File: src/rtl/vwb_arbiter.sv
// Vector writeback arbiter: buffers execution results in a small FIFO and round-robins them
// against load writebacks onto the single registered VRF write port. Optional macro: VWB_BYPASS_EN.
module vwb_arbiter #(
    parameter int VECTOR_REGISTERS = 32,
    parameter int VECTOR_LANES     = 8,
    parameter int XLEN             = 32,
    parameter int FIFO_DEPTH       = 4,
    parameter int STALL_THRESH     = 2,
    localparam int AW = $clog2(VECTOR_REGISTERS),
    localparam int DW = VECTOR_LANES * XLEN,
    localparam int PW = $clog2(FIFO_DEPTH),
    localparam int CW = PW + 1
) (
    input  logic                    clk,
    input  logic                    rst,
    input  logic [VECTOR_LANES-1:0] vex_wr_en_i,
    input  logic [AW-1:0]           vex_wr_addr_i,
    input  logic [DW-1:0]           vex_wr_data_i,
    input  logic [4:0]              vex_fflags_i,
    input  logic                    mem_valid_i,
    output logic                    mem_ready_o,
    input  logic [VECTOR_LANES-1:0] mem_wr_en_i,
    input  logic [AW-1:0]           mem_wr_addr_i,
    input  logic [DW-1:0]           mem_wr_data_i,
    input  logic                    fflags_clr_i,
    output logic [VECTOR_LANES-1:0] vrf_wr_en_o,
    output logic [AW-1:0]           vrf_wr_addr_o,
    output logic [DW-1:0]           vrf_wr_data_o,
    output logic [4:0]              fflags_o,
    output logic                    stall_o,
    output logic                    overflow_o,
    output logic                    idle_o
);

    logic [VECTOR_LANES-1:0] mask_mem [FIFO_DEPTH];
    logic [AW-1:0]           addr_mem [FIFO_DEPTH];
    logic [DW-1:0]           data_mem [FIFO_DEPTH];

    logic [PW-1:0] head_q, tail_q;
    logic [CW-1:0] count_q;
    logic          prio_mem_q;
    logic          overflow_q;
    logic [4:0]    fflags_q;

    logic empty, full, push, bypass, exec_req, contend;
    logic grant_exec, grant_mem, pop, fifo_wr, drop;

    logic [VECTOR_LANES-1:0] sel_en_p0;
    logic [AW-1:0]           sel_addr_p0;
    logic [DW-1:0]           sel_data_p0;

    logic [VECTOR_LANES-1:0] en_p1;
    logic [AW-1:0]           addr_p1;
    logic [DW-1:0]           data_p1;

    assign empty = (count_q == '0);
    assign full  = (count_q == CW'(FIFO_DEPTH));
    assign push  = |vex_wr_en_i;

`ifdef VWB_BYPASS_EN
    assign bypass = push & empty;
`else
    assign bypass = 1'b0;
`endif

    // Stage p0: round-robin between the execution candidate and the load unit
    assign exec_req   = ~empty | bypass;
    assign contend    = exec_req & mem_valid_i;
    assign grant_exec = exec_req & (~mem_valid_i | ~prio_mem_q);
    assign grant_mem  = mem_valid_i & (~exec_req | prio_mem_q);
    assign pop        = grant_exec & ~empty;
    // A bypassed push that wins goes straight to the output and never occupies a slot.
    assign fifo_wr    = push & ~(grant_exec & bypass) & (~full | pop);
    assign drop       = push & full & ~pop;

    assign mem_ready_o = grant_mem;
    assign stall_o     = int'(count_q) >= (FIFO_DEPTH - STALL_THRESH);
    assign idle_o      = empty & ~mem_valid_i & ~|vrf_wr_en_o;

    always_comb begin
        sel_en_p0   = mask_mem[head_q];
        sel_addr_p0 = addr_mem[head_q];
        sel_data_p0 = data_mem[head_q];
        if (bypass) begin
            sel_en_p0   = vex_wr_en_i;
            sel_addr_p0 = vex_wr_addr_i;
            sel_data_p0 = vex_wr_data_i;
        end
    end

    always_ff @(posedge clk) begin
        if (fifo_wr) begin
            mask_mem[tail_q] <= vex_wr_en_i;
            addr_mem[tail_q] <= vex_wr_addr_i;
            data_mem[tail_q] <= vex_wr_data_i;
        end
    end

    always_ff @(posedge clk) begin
        if (rst) begin
            head_q     <= '0;
            tail_q     <= '0;
            count_q    <= '0;
            prio_mem_q <= 1'b0;
            overflow_q <= 1'b0;
            fflags_q   <= '0;
        end else begin
            if (fifo_wr) tail_q <= tail_q + PW'(1);
            if (pop)     head_q <= head_q + PW'(1);
            case ({fifo_wr, pop})
                2'b10:   count_q <= count_q + CW'(1);
                2'b01:   count_q <= count_q - CW'(1);
                default: count_q <= count_q;
            endcase
            // The loser of a contention gets priority next time.
            if (contend) prio_mem_q <= grant_exec;
            if (drop)    overflow_q <= 1'b1;
            if (fflags_clr_i)
                fflags_q <= push ? vex_fflags_i : 5'd0;
            else if (push)
                fflags_q <= fflags_q | vex_fflags_i;
        end
    end

    // Stage p1: registered VRF write port
    always_ff @(posedge clk) begin
        if (rst) begin
            en_p1   <= '0;
            addr_p1 <= '0;
            data_p1 <= '0;
        end else if (grant_exec) begin
            en_p1   <= sel_en_p0;
            addr_p1 <= sel_addr_p0;
            data_p1 <= sel_data_p0;
        end else if (grant_mem) begin
            en_p1   <= mem_wr_en_i;
            addr_p1 <= mem_wr_addr_i;
            data_p1 <= mem_wr_data_i;
        end else begin
            en_p1   <= '0;
        end
    end

    assign vrf_wr_en_o   = en_p1;
    assign vrf_wr_addr_o = addr_p1;
    assign vrf_wr_data_o = data_p1;
    assign fflags_o      = fflags_q;
    assign overflow_o    = overflow_q;

endmodule
File: config.mk
export PLATFORM = sky130hd
export DESIGN_NAME = vwb_arbiter
export DESIGN_NICKNAME = d
export VERILOG_FILES = /design/src/rtl/vwb_arbiter.sv
export SDC_FILE = /design/constraint.sdc
export NUM_CORES = 1
export LEC_CHECK = 0
export BUFFER_PORTS_ARGS = -buffer_cell sky130_fd_sc_hd__buf_2
export CELL_PAD_IN_SITES_DETAIL_PLACEMENT = 1
export CELL_PAD_IN_SITES_GLOBAL_PLACEMENT = 1
export CORE_MARGIN = 3
export CORE_UTILIZATION = 50
export DETAILED_ROUTE_END_ITERATION = 12
export HOLD_SLACK_MARGIN = 0.06
export MAX_ROUTING_LAYER = met4
export PLACE_DENSITY_LB_ADDON = 0.05
export SLEW_MARGIN = 20
export SYNTH_ARGS = -nofsm -noshare
export SYNTH_HDL_FRONTEND = slang
export SYNTH_SLANG_ARGS = --single-unit
File: constraint.sdc
create_clock -name clk -period 18 [get_ports clk]
set_input_delay 3.6 -clock clk [delete_from_list [all_inputs] [get_ports clk]]
set_output_delay 3.6 -clock clk [all_outputs]
set_load 0.03 [all_outputs]
==> results by stage, run 1 <==
Timing:
- The final period utilization is about 51%.
- The number of pins exceeding their max-slew limit in the final report is 0.
- At the pin with the least slew margin, the transition time is 1.14 ns.
- The hold violation total from the final report is 0.
- The total setup violations reported at the end of the flow is 0.
- Final hold analysis gives a worst-case slack of ~0.47 ns.
- The total negative slack for setup checks is 0 ns.
- The headroom to the max-slew limit is 24.1%.
- The timing-limited maximum frequency is 110 MHz.
- Setup repair after global routing left no endpoint under its margin.
- The clock period could shrink to 9.10 ns.
- On the final layout, the worst clock skew is 0.0277 ns.
- After layout, the worst setup slack is around 8.9 ns.

Yosys:
- The unique cell type count in the Yosys netlist is 37.
- When the netlist entered floorplanning its net count stood at around 3300.
- In the post-synthesis netlist, the cell with the most instances is sky130_fd_sc_hd__edfxtp_1.
- During synthesis, Yosys emitted a total of 0 warnings.
- A synthesized cell averages 18.5 um2.
- After synthesis, the share of flip-flops with an asynchronous set or reset is 0%.
- The synthesized design devotes to its leading area cell type around 64% of total area.
- Sequential elements use between 70% and 80% of the synthesized area.
- In the synthesized netlist, the number of instances is roughly 2700.
- Ranked by total cell area, the synthesized netlist is headed by sky130_fd_sc_hd__edfxtp_1 64%, sky130_fd_sc_hd__mux4_2 12%, sky130_fd_sc_hd__dfxtp_1 11%.
- The number of flops mapped to enable cells by yosys is 1076.
- The count of state elements after synthesis is 1361.
- Among all flip-flop cells after synthesis, the most frequent one is sky130_fd_sc_hd__edfxtp_1.
- Counting instances in the post-synthesis netlist gives the leading cell types as 1076 x sky130_fd_sc_hd__edfxtp_1, 285 x sky130_fd_sc_hd__dfxtp_1, 277 x sky130_fd_sc_hd__a21oi_1.
- The area of the mapped netlist is just over 0.05 mm2.
- The largest total area in the synthesized netlist belongs to sky130_fd_sc_hd__edfxtp_1.

Floorplanning:
- The total I/O pin count is 825.
- The floorplan step defined a die boundary enclosing around 0.10 mm2.
- From bottom edge to top edge, the die measures 323 um.
- The core region is 0.0991 mm2.
- The die width is roughly 320 um.
- In this run the core area contains 115 standard-cell rows.
- Once the floorplan was initialized, standard cells occupied 50.8% of the core.

Route:
- In the final routed layout, each cell accounts on average for 27.0 um.
- For this block, the routed nets add up to between 100000 and 150000 um of wire.
- The detail route stage leaves a number of antenna-violating nets equal to 0.
- For this run, the detailed router's first-pass iteration total came to 5.
- The DRC violation count after routing is 0.
- The DRC marker count from the first detailed-route iteration is roughly 2300.
- Detailed routing inserted a total of 29300 vias.
- In the routed layout, each cell is associated on average with a via count of 5.85.

Clock network:
- The number of hold buffers added after CTS was 0.
- The number of gates resized after cts is 0.
- CTS built an H-tree with a depth of 4.
- TritonCTS built the clock tree.
- The CTS buffer count is 143.
- Post-CTS timing repair inserted 0 buffers for setup.
- The maximum buffer depth of the clock tree is 3.
- The clock sink count is 1361.
- CTS placed an instance of sky130_fd_sc_hd__clkbuf_16 at the clock tree root.
- The clock reaches the later pin of the worst-skew pair after 0.75 ns.
- Clock-pin slew was measured on the worst setup and hold paths at 0.06 ns.

Min path:
- In this run the most critical hold path is launched from overflow_o.
- The path with the worst hold slack has its endpoint at overflow_o.
- The depth of the worst hold-timing path is 2.
- The path class of the tightest hold or removal check is flip-flop to flip-flop.

Global routing:
- The number of global-route vias before repair is roughly 31000.
- The initial antenna violation count was 102.
- The largest net degree at the start of global routing is 157.
- Global routing consumed, over all layers together, 26.2% of the routing resources.
- The total overflow reported by the global router is 0.
- The first global-routing pass estimated 196000 um of wire.

Place:
- The wire-length estimate of the detail-placed layout is 86400 um.
- In this run, placement finished with an instance count of 4658.
- Timing analysis after detailed placement gives a worst setup slack of 8.89 ns.
- The count of buffers added on input and output ports is 824.
- The placer congestion estimate is roughly 0.81.

Pwr:
- The part of the total power dissipated in the clock network is 30.4%.
- Sequential cells burn 42.1% of the power.
- The net switching power figure is 0.00313 W.
- In this run switching power makes up 32.5% of total power.
- Combinational logic is responsible for between 20% and 30% of the overall power.
- The leakage power summed over all cells is 21.3 nW.
- Dividing total power by cell area gives a power density of 160 mW/mm2.
- The peak supply drop is 0.107 mV.
- The internal power of the cells totals 0.00651 W.

Setup path:
- The critical path endpoint category is an output port.
- The critical path goes through clkbuf_8 > nand2_1 > nand2_8 > and2_1 > buf_2.
- The cell depth of the worst flop-to-flop path is 7.
- At the worst endpoint, the required time is 14.40 ns.
- The terminus of the critical flop-to-flop path is vrf_wr_data_o[24].
- Across all register-to-register paths, the minimum setup slack is 14.33 ns.
- The critical path arrival is 5.50 ns.
- The delay contributed by the slowest stage of the critical path is 0.55 ns.
- The worst setup path is launched from an input port.
- The critical register-to-register path startpoint is count_q[2].
- On the critical path, the stage with the largest delay is an instance of sky130_fd_sc_hd__nand2_8.
- The critical path is of the input port to output port type.
- The maximum fanout encountered on the critical timing path is 100.

Finish:
- The final cell count without fillers is 5018.
- The number of fill cells in the layout is approximately 9000.
- After the last flow step, the layout net total stands at 4071.
- The fraction of layout instances using a drive strength above 1 is 36.7%.
- The final design utilization is 60.9%.
- The area overhead of the layout relative to synthesis is 19.9%.

Run:
- The number of violations of the max-capacitance limit is 0.

Outcome:
- The run finished with clean final reports.
-- state kept, by name, summed over array words and instances, names as in the netlist, 2 cells and up, named ones only --
register,cells
vrf_wr_data_o,256
vrf_wr_addr_o,5
addr_mem,20
tail_q,2
fflags_o,5
mask_mem,32
head_q,2
data_mem,1024
count_q,3
vrf_wr_en_o,8
-- cells by family (layout without fill, tap and decap cells) --
| logic type | Yosys count | after routing | synth area share (%) |
|---|---|---|---|
| buffers and inverters | 217 | 1134 | 2.26 |
| xor gates and xnor gates | 4 | 4 | 0.0696 |
| DFF | 1361 | 1361 | 75.5 |
| other | 0 | 91 | 0 |
| muxes | 271 | 271 | 12.1 |
| and+or+nand+nor | 320 | 320 | 2.59 |
| adders and majority gates | 5 | 5 | 0.139 |
| AOI/OAI and AO/OA | 545 | 545 | 7.39 |
-- power by group through the flow --
stage	combinational [W]	sequential (W)	clock (W)
6_report	0.00264	0.00406	0.00294
5_1_grt	0.00284	0.00411	0.00313
4_1_cts	0.00267	0.00408	0.00300
3_5_place_dp	0.00265	0.00414	0
3_3_place_gp	0.00261	0.00411	0
2_1_floorplan	0.00146	0.00452	0
-- per-stage QoR --
stage | instance area (um2) | power [W]
detailed placement | 55400 | 0.00679
finish | 60400 | 0.00965
CTS | 60100 | 0.00975
global route | 60400 | 0.0101
floorplan | 50400 | 0.00598
global placement | 55400 | 0.00672
-- final cells by class --
cell class / instances / area [um2] / share of cell area (%)
Antenna cell: 91 / 228 / 0.377
Clock inverter: 33 / 318 / 0.526
Tap cell: 1287 / 1610 / 2.67
Clock buffer: 233 / 4430 / 7.33
Inverter: 6 / 22.5 / 0.0373
Timing Repair Buffer: 862 / 4560 / 7.54
Sequential cell: 1361 / 38000 / 62.9
Multi-Input combinational cell: 1145 / 11200 / 18.6
-- worst max-delay path by stage --
stage                     start           to  slack (ns)  cells after the start
detailed placement  mem_valid_i  mem_ready_o        8.89                      5
CTS                 mem_valid_i  mem_ready_o        8.88                      5
global placement    mem_valid_i  mem_ready_o        8.94                      5
floorplan           mem_valid_i  mem_ready_o        9.57                      5
global route        mem_valid_i  mem_ready_o        8.76                      5
finish              mem_valid_i  mem_ready_o        8.90                      5
-- critical path: cells and delay by family --
kind	cells	cell delay, ns
simple gates	3	1.12
buf+inv	2	0.65
-- per-layer routing --
layer  global-route usage (%)  wire, um
met5                        -         0
met4                     10.8      4330
met3                     6.91      9890
met2                     43.4     71100
met1                     30.4     50300
-- cells in the final DEF (no fill, tap or decap), drive strengths merged, types with 26 or more instances in the layout --
cell type / netlist / routed
edfxtp: 1076 / 1076
buf: 123 / 861
dfxtp: 285 / 285
a21oi: 277 / 277
nand2: 274 / 274
mux4: 269 / 269
a32oi: 261 / 261
clkbuf: 88 / 234
diode: 0 / 91
clkinv: 0 / 26
No activity file was read; power rests on OpenSTA's default activity.
==> inputs of run 2 (changes only) <==
CORE_UTILIZATION = 43   (was 50)
clock period = 7.8 ns   (was 18 ns; I/O delays follow)
==> run 2 against run 1 <==
Effect of this change: critical path depth unchanged; worst hold slack better by 0.00061 ns; sequential power is 130% higher; highest routed layer unchanged.
==> results by stage, run 2 (synthesis results as in run 1) <==
Timing:
- In the final timing run, aggregate negative setup slack is 0 ns.
- Setup repair after global routing left no endpoint under its margin.
- Measured against its own limit, the worst slew margin works out to 24.8%.
- The timing-limited maximum frequency is roughly 210 MHz.
- The total setup violations reported at the end of the flow is 0.
- The number of pins exceeding their max-slew limit in the final report is 0.
- The final period utilization is 61.0%.
- At the pin with the least slew margin, the transition time is 1.13 ns.
- On the final layout, the worst clock skew is around 0.016 ns.
- The hold violation total from the final report is 0.
- The time the worst path needs with I/O delays and setup is 4.76 ns.
- The smallest hold slack is between 0.4 and 0.5 ns.

Setup path:
- The delay contributed by the slowest stage of the critical path is 0.44 ns.
- The slowest cell on the critical path is sky130_fd_sc_hd__nand2_8.
- The path type of the worst setup path is input port to output port.
- The critical path arrival is between 3 and 4 ns.
- The critical path buffer and inverter count is 2.
- The required time of the critical path is 6.24 ns.
- The kind of cell with the highest combined delay along the critical path is simple AND/OR/NAND/NOR gates.
- Traced cell by cell, the critical path runs through buf_8 > nand2_1 > nand2_8 > and2_1 > buf_2.
- STA classifies the critical path startpoint as an input port.
- The critical path endpoint category is an output port.
- The maximum fanout encountered on the critical timing path is about 110.

Clock network:
- CTS placed an instance of sky130_fd_sc_hd__clkbuf_16 at the clock tree root.
- The number of gates resized after cts is 0.
- TritonCTS built the clock tree.
- The clock sink count is 1361.
- The clock transition at the registers of the reported paths is 0.06 ns.
- The post-CTS setup buffer count is 0.
- The clock passes through at most 3 buffers.
- In this run the number of H-tree levels came out at 4.
- Counting the buffers created by CTS gives 146.
- The number of hold buffers added after CTS was 0.
- The insertion delay of the later-clocked pin in the worst-skew pair is 0.72 ns.

Pwr:
- The cell area power density is ~370 mW/mm2.
- The peak supply drop is ~0.28 mV.
- Total power for the finished layout comes to 0.0221 W.
- The leakage power summed over all cells is 21.3 nW.

Finish:
- The footprint of the flip-flops and latches is 0.0380 mm2.
- Leaving out fill and tap cells, the most frequent cells in the layout are 1076 x sky130_fd_sc_hd__edfxtp_1, 822 x sky130_fd_sc_hd__buf_2, 283 x sky130_fd_sc_hd__dfxtp_1.
- The number of nets in the layout is 4069.
- The area overhead of the layout relative to synthesis is 20.3%.
- The number of fill cells in the layout is 10900.
- The final cell count without fillers is 5226.
- The total area of multi-input combinational cells is 0.0112 mm2.
- The most common library cell in the layout ignoring fill and taps is sky130_fd_sc_hd__edfxtp_1.
- The number of flip-flops under the largest register name is 1024.
- Ranked by flip-flop count, first place goes to data_mem.
- In the final layout, the share of cells above drive strength 1 is 36.6%.

Floorplanning:
- Once the floorplan was initialized, standard cells occupied between 40% and 50% of the core.
- The cell row count is 124.
- The die covers 0.121 mm2.
- In this run the horizontal extent of the chip is about 350 um.
- The total I/O pin count is 825.
- The die is 348 um tall.
- The area of the core is around 0.12 mm2.

Place:
- The HPWL after detailed placement is 90300 um.
- Input and output buffers added on the ports amount to 824.
- The placer congestion estimate is 0.829.
- Once placement completed, the tool counted placed cells totaling slightly below 5000.

Route:
- The number of optimization iterations in the first detailed-route pass is 5.
- The average vias per placed instance is 5.54.
- The detail route stage leaves a number of antenna-violating nets equal to 0.
- The routed wire length is between 100000 and 150000 um.
- The DRC violation count after routing is 0.
- The DRC marker count from the first detailed-route iteration is 2136.
- After detailed routing, the average wire length per cell comes to roughly 26 um.
- The overall via count from detail_route is 28900.

Outcome:
- The flow ran to the end, and the final reports show no timing, DRC or antenna violations.

Global routing:
- After global routing the overflow that remains totals 0.
- Entering global routing, the biggest net connects 213 pins.
- The initial antenna violation count was 104.
- Global routing used 23.1% of the available tracks across all layers.
- The number of global-route vias before repair came to 31000.
- The first global-routing pass estimated 203000 um of wire.

Run:
- The number of violations of the max-capacitance limit is 0.

Min path:
- The class of the tightest hold or removal check is flip-flop to flip-flop.
[run 2: worst min-delay path, delay by kind of cell (launching register included)]
| kind | cells | cell delay (ns) |
|---|---|---|
| compound gates | 1 | 0.06 |
| buf+inv | 1 | 0.05 |
| flops | 1 | 0.31 |
[run 2: power breakdown]
part | total, W | switching [W] | internal [W]
combinational | 0.00606 | 0.00400 | 0.00205
sequential | 0.00939 | 0.000483 | 0.00891
clock | 0.00670 | 0.00272 | 0.00397
[run 2: path summary, 6_finish.rpt]
check | start | to | slack (ns) | cells after the start
setup reg to reg | count_q[2] | vrf_wr_data_o[178] | 4.36 | 6
hold reg to reg | overflow_o | overflow_o | 0.47 | 2
hold / removal | overflow_o | overflow_o | 0.47 | 2
setup / recovery | mem_valid_i | mem_ready_o | 3.04 | 5
[run 2: cell type report]
class,instances,area share [%]
clock inverter,64,0.820
timing repair buffer,857,7.53
antenna,75,0.310
tap,1512,3.12
clock buffer,206,6.87
sequential,1361,62.8
multi-input combinational,1145,18.5
inverter,6,0.0372
[run 2: per-stage QoR]
step	setup slack, ns	area (um2)	util (%)
2_1_floorplan	1.72	50400	-
3_3_place_gp	2.99	55700	48.3
3_5_place_dp	2.94	55700	48.3
4_1_cts	2.93	60400	52.4
5_1_grt	2.86	60600	52.5
6_report	3.04	60600	52.6
[run 2: routing by layer]
metal | track usage [%] | vias to the layer above | share of wire [%]
li1 | - | 12800 | -
met1 | 27.0 | 15000 | 38
met2 | 39.3 | 886 | 52
met3 | 6.43 | 247 | 7.1
met4 | 6.56 | 0 | 2.6
met5 | - | - | 0
==> inputs of run 3 (changes only) <==
clock period = 4.3 ns   (was 7.8 ns; I/O delays follow)
==> run 3 against run 2 <==
Effect of this change: cell area up 0.62%; non-clock buffer count up 12; worst setup slack worse by 2.1 ns; critical path depth is 1 lower; routed wire length rose by 0.81%; cell count up 0.36%; clock skew increased by 0.0045 ns; power rose by 83%; clock power rose by 84%; global-route usage is 0.25 points higher; sequential share of layout area down 0.39 points; count of clock-buffer cells in the layout down 7; largest cell class unchanged; largest power group unchanged; highest routed layer unchanged.
==> results by stage, run 3 (synthesis results as in run 1) <==
Outcome:
- The run finished with clean final reports.

Timing:
- Timing would allow up to roughly 290 MHz.
- At the pin with the least slew margin, the transition time is 1.07 ns.
- The time the worst path needs with I/O delays and setup is 3.41 ns.
- Measured against its own limit, the worst slew margin works out to 29.0%.
- The hold violation total from the final report is 0.
- The total setup violations reported at the end of the flow is 0.
- Setup repair after global routing left no endpoint under its margin.
- Of the available clock period, the critical path in the final layout requires 79.3%.
- The number of pins exceeding their max-slew limit in the final report is 0.
- On the final layout, the worst clock skew is 0.0204 ns.
- Setup slack closes at slightly below 0.9 ns.
- The smallest hold slack is 0.347 ns.

Min path:
- The path class of the tightest hold or removal check is input port to flip-flop.
- Counting instances, the worst hold path has a depth of 1.
- The end of the worst hold path is data_mem[1][165].
- In this run the most critical hold path is launched from vex_wr_data_i[165].

Clock network:
- In this run the post-CTS setup repair buffer count came out at 0.
- The cell chosen for the clock root is sky130_fd_sc_hd__clkbuf_16.
- Clock-pin slew was measured on the worst setup and hold paths at 0.06 ns.
- The maximum buffer depth of the clock tree is 3.
- The deepest level of the CTS H-tree is 4.
- The clock drives 1361 sinks.
- The CTS buffer count is 146.
- The insertion delay of the later-clocked pin in the worst-skew pair is about 0.72 ns.
- After clock tree synthesis, the flow added hold-fix buffers numbering 0.
- TritonCTS built the clock tree.
- The number of gates resized after cts is 0.

Finish:
- Leaving out fill and tap cells, the most frequent cell in the layout is sky130_fd_sc_hd__edfxtp_1.
- Counting the fill cells in the layout gives 10800.
- Leaving out fill and tap cells, the most frequent cells in the layout are 1076 x sky130_fd_sc_hd__edfxtp_1, 822 x sky130_fd_sc_hd__buf_2, 283 x sky130_fd_sc_hd__dfxtp_1.
- The fraction of layout instances using a drive strength above 1 is 37.4%.
- With fillers left out, the area of the finished cells amounts to 0.0610 mm2.
- Relative to the synthesized area, the layout overhead comes to 21.0%.
- The number of nets in the layout is 4081.
- The finished layout holds ~5200 standard cells, fillers aside.
- The register with the most flip-flops in the layout has about 1000 of them.
- Counting flops per register, the top entry is data_mem.

Run:
- Across the run, the number of max-cap violations was 0.

Setup path:
- The slowest cell on the critical path is sky130_fd_sc_hd__or3_1.
- The maximum fanout encountered on the critical timing path is 40.
- Counting both buffers and inverters, the worst setup path holds a total of 1.
- STA classifies the critical path endpoint as an output port.
- The delay contributed by the slowest stage of the critical path is 0.64 ns.
- Data arrives at the worst endpoint at between 2 and 3 ns.
- The kind of cell adding the most delay to the critical path is simple AND/OR/NAND/NOR gates.
- The signal on the critical path passes through or3_1 > nand2_8 > and2_1 > buf_2.
- The terminus of the critical flop-to-flop path is addr_mem[0][1].
- The worst setup path is of the flip-flop to output port kind.
- The type of origin of the critical path is a flip-flop.
- The critical path starts at count_q[2].
- The reg-to-reg setup timing slack is 1.27 ns.
- For the worst flop-to-flop path, the logic depth is 4.
- The startpoint identified for the worst register-to-register timing path is count_q[1].
- STA puts the critical path data required time at 3.44 ns.

Floorplanning:
- The area of the core is 0.115 mm2.
- The floorplan has 124 rows.
- For this configuration, the core starts out at a cell density of 43.7%.
- The total I/O pin count is a little over 800.
- The die boundary height is 348 um.
- The full die area is ~0.12 mm2.
- The die width is 348 um.

Route:
- The antenna violation net count after detailed routing is 0.
- After detailed routing, the met3 layer carries 9140 um of wire.
- The detailed router finished its first iteration with 2042 violations.
- In the final routing, the length of wire on met1 measures 53100 um.
- The total length of routed met2 wires is 72100 um.
- The detailed router placed 29000 vias in this run.
- The DRC violation count after routing is 0.
- The average vias per placed instance is 5.53.
- The first TritonRoute pass finished after 7 iterations.
- In this run the top signal layer used is met4.
- The routed length per instance is 26.6 um.
- The routed wire length is 139000 um.

Pwr:
- For this design the ratio of total power to cell area is 665 mW/mm2.
- The peak supply drop is 0.488 mV.
- Summed over all cells, the static leakage comes to 21.4 nW.

Place:
- The congestion estimate from routability-driven global placement came to around 0.78.
- The standard cell area after detailed placement is 0.0560 mm2.
- The half-perimeter wire length after placement is 91700 um.
- The count of buffers added on input and output ports is just over 800.
- After detailed placement, the design holds a cell count of ~4900.
- The worst setup slack before clock tree synthesis is 0.472 ns.

Global routing:
- The total overflow left after global routing is 0.
- The first global-routing pass estimated between 200000 and 250000 um of wire.
- The initial antenna violation count is 111.
- Global routing used 23.4% of the available tracks.
- The largest net degree at the start of global routing is 185.
- The number of global-route vias before repair is 31400.
==> run 3: changes by cell type in the layout (fill, tap and decap cells not counted), moves of 4 or more <==
cell,change
sky130_fd_sc_hd__buf_12,+19
sky130_fd_sc_hd__buf_4,-4
sky130_fd_sc_hd__clkbuf_1,-13
sky130_fd_sc_hd__clkinv_1,-10
sky130_fd_sc_hd__clkinv_2,+10
sky130_fd_sc_hd__diode_2,+11
==> run 3: report_power, final <==
group	total, W	leakage, nW	switching (W)	internal, W
clock network	0.0123	2.32	0.00496	0.00729
registers	0.0170	12.5	0.000858	0.0161
logic	0.0113	6.65	0.00741	0.00385
==> run 3: through the flow <==
| step | power, W | util, % | TNS, ns |
|---|---|---|---|
| floorplan | 0.0251 | - | -1156.72 |
| global placement | 0.0285 | 48.6 | 0 |
| detailed placement | 0.0288 | 48.6 | 0 |
| CTS | 0.0411 | 52.7 | 0 |
| global route | 0.0425 | 52.9 | 0 |
| finish | 0.0405 | 52.9 | 0 |
==> run 3: per-layer routing <==
metal | up-vias | global-route usage, %
li1 | 12900 | -
met1 | 15000 | 26.7
met2 | 878 | 39.6
met3 | 276 | 6.07
met4 | 0 | 9.06
met5 | - | -
==> run 3: final cells by class <==
type                            instances  area, um2  area share [%]
Inverter                                6       22.5          0.0369
Antenna cell                           86        215           0.353
Timing Repair Buffer                  869       4840            7.95
Sequential cell                      1361      38000            62.4
Tap cell                             1512       1890            3.10
Multi-Input combinational cell       1145      11200            18.4
Clock buffer                          199       4190            6.87
Clock inverter                         67        534           0.877
==> run 3: worst register-to-register path, delay by kind of cell, from the launching register on <==
| family | cells | cell delay (ns) |
|---|---|---|
| simple gates | 2 | 0.95 |
| compound gates | 1 | 0.63 |
| buf+inv | 1 | 0.50 |
| flops | 1 | 0.43 |
==> run 3: worst max-delay path by stage <==
| stage | endpoint | slack (ns) | cells past startpoint |
|---|---|---|---|
| 2_1_floorplan | addr_mem[0][0] | -1.08 | 4 |
| 3_3_place_gp | data_mem[0][250] | 0.48 | 6 |
| 3_5_place_dp | data_mem[0][250] | 0.47 | 6 |
| 4_1_cts | mem_ready_o | 0.83 | 4 |
| 5_1_grt | mem_ready_o | 0.79 | 4 |
| 6_report | mem_ready_o | 0.89 | 4 |
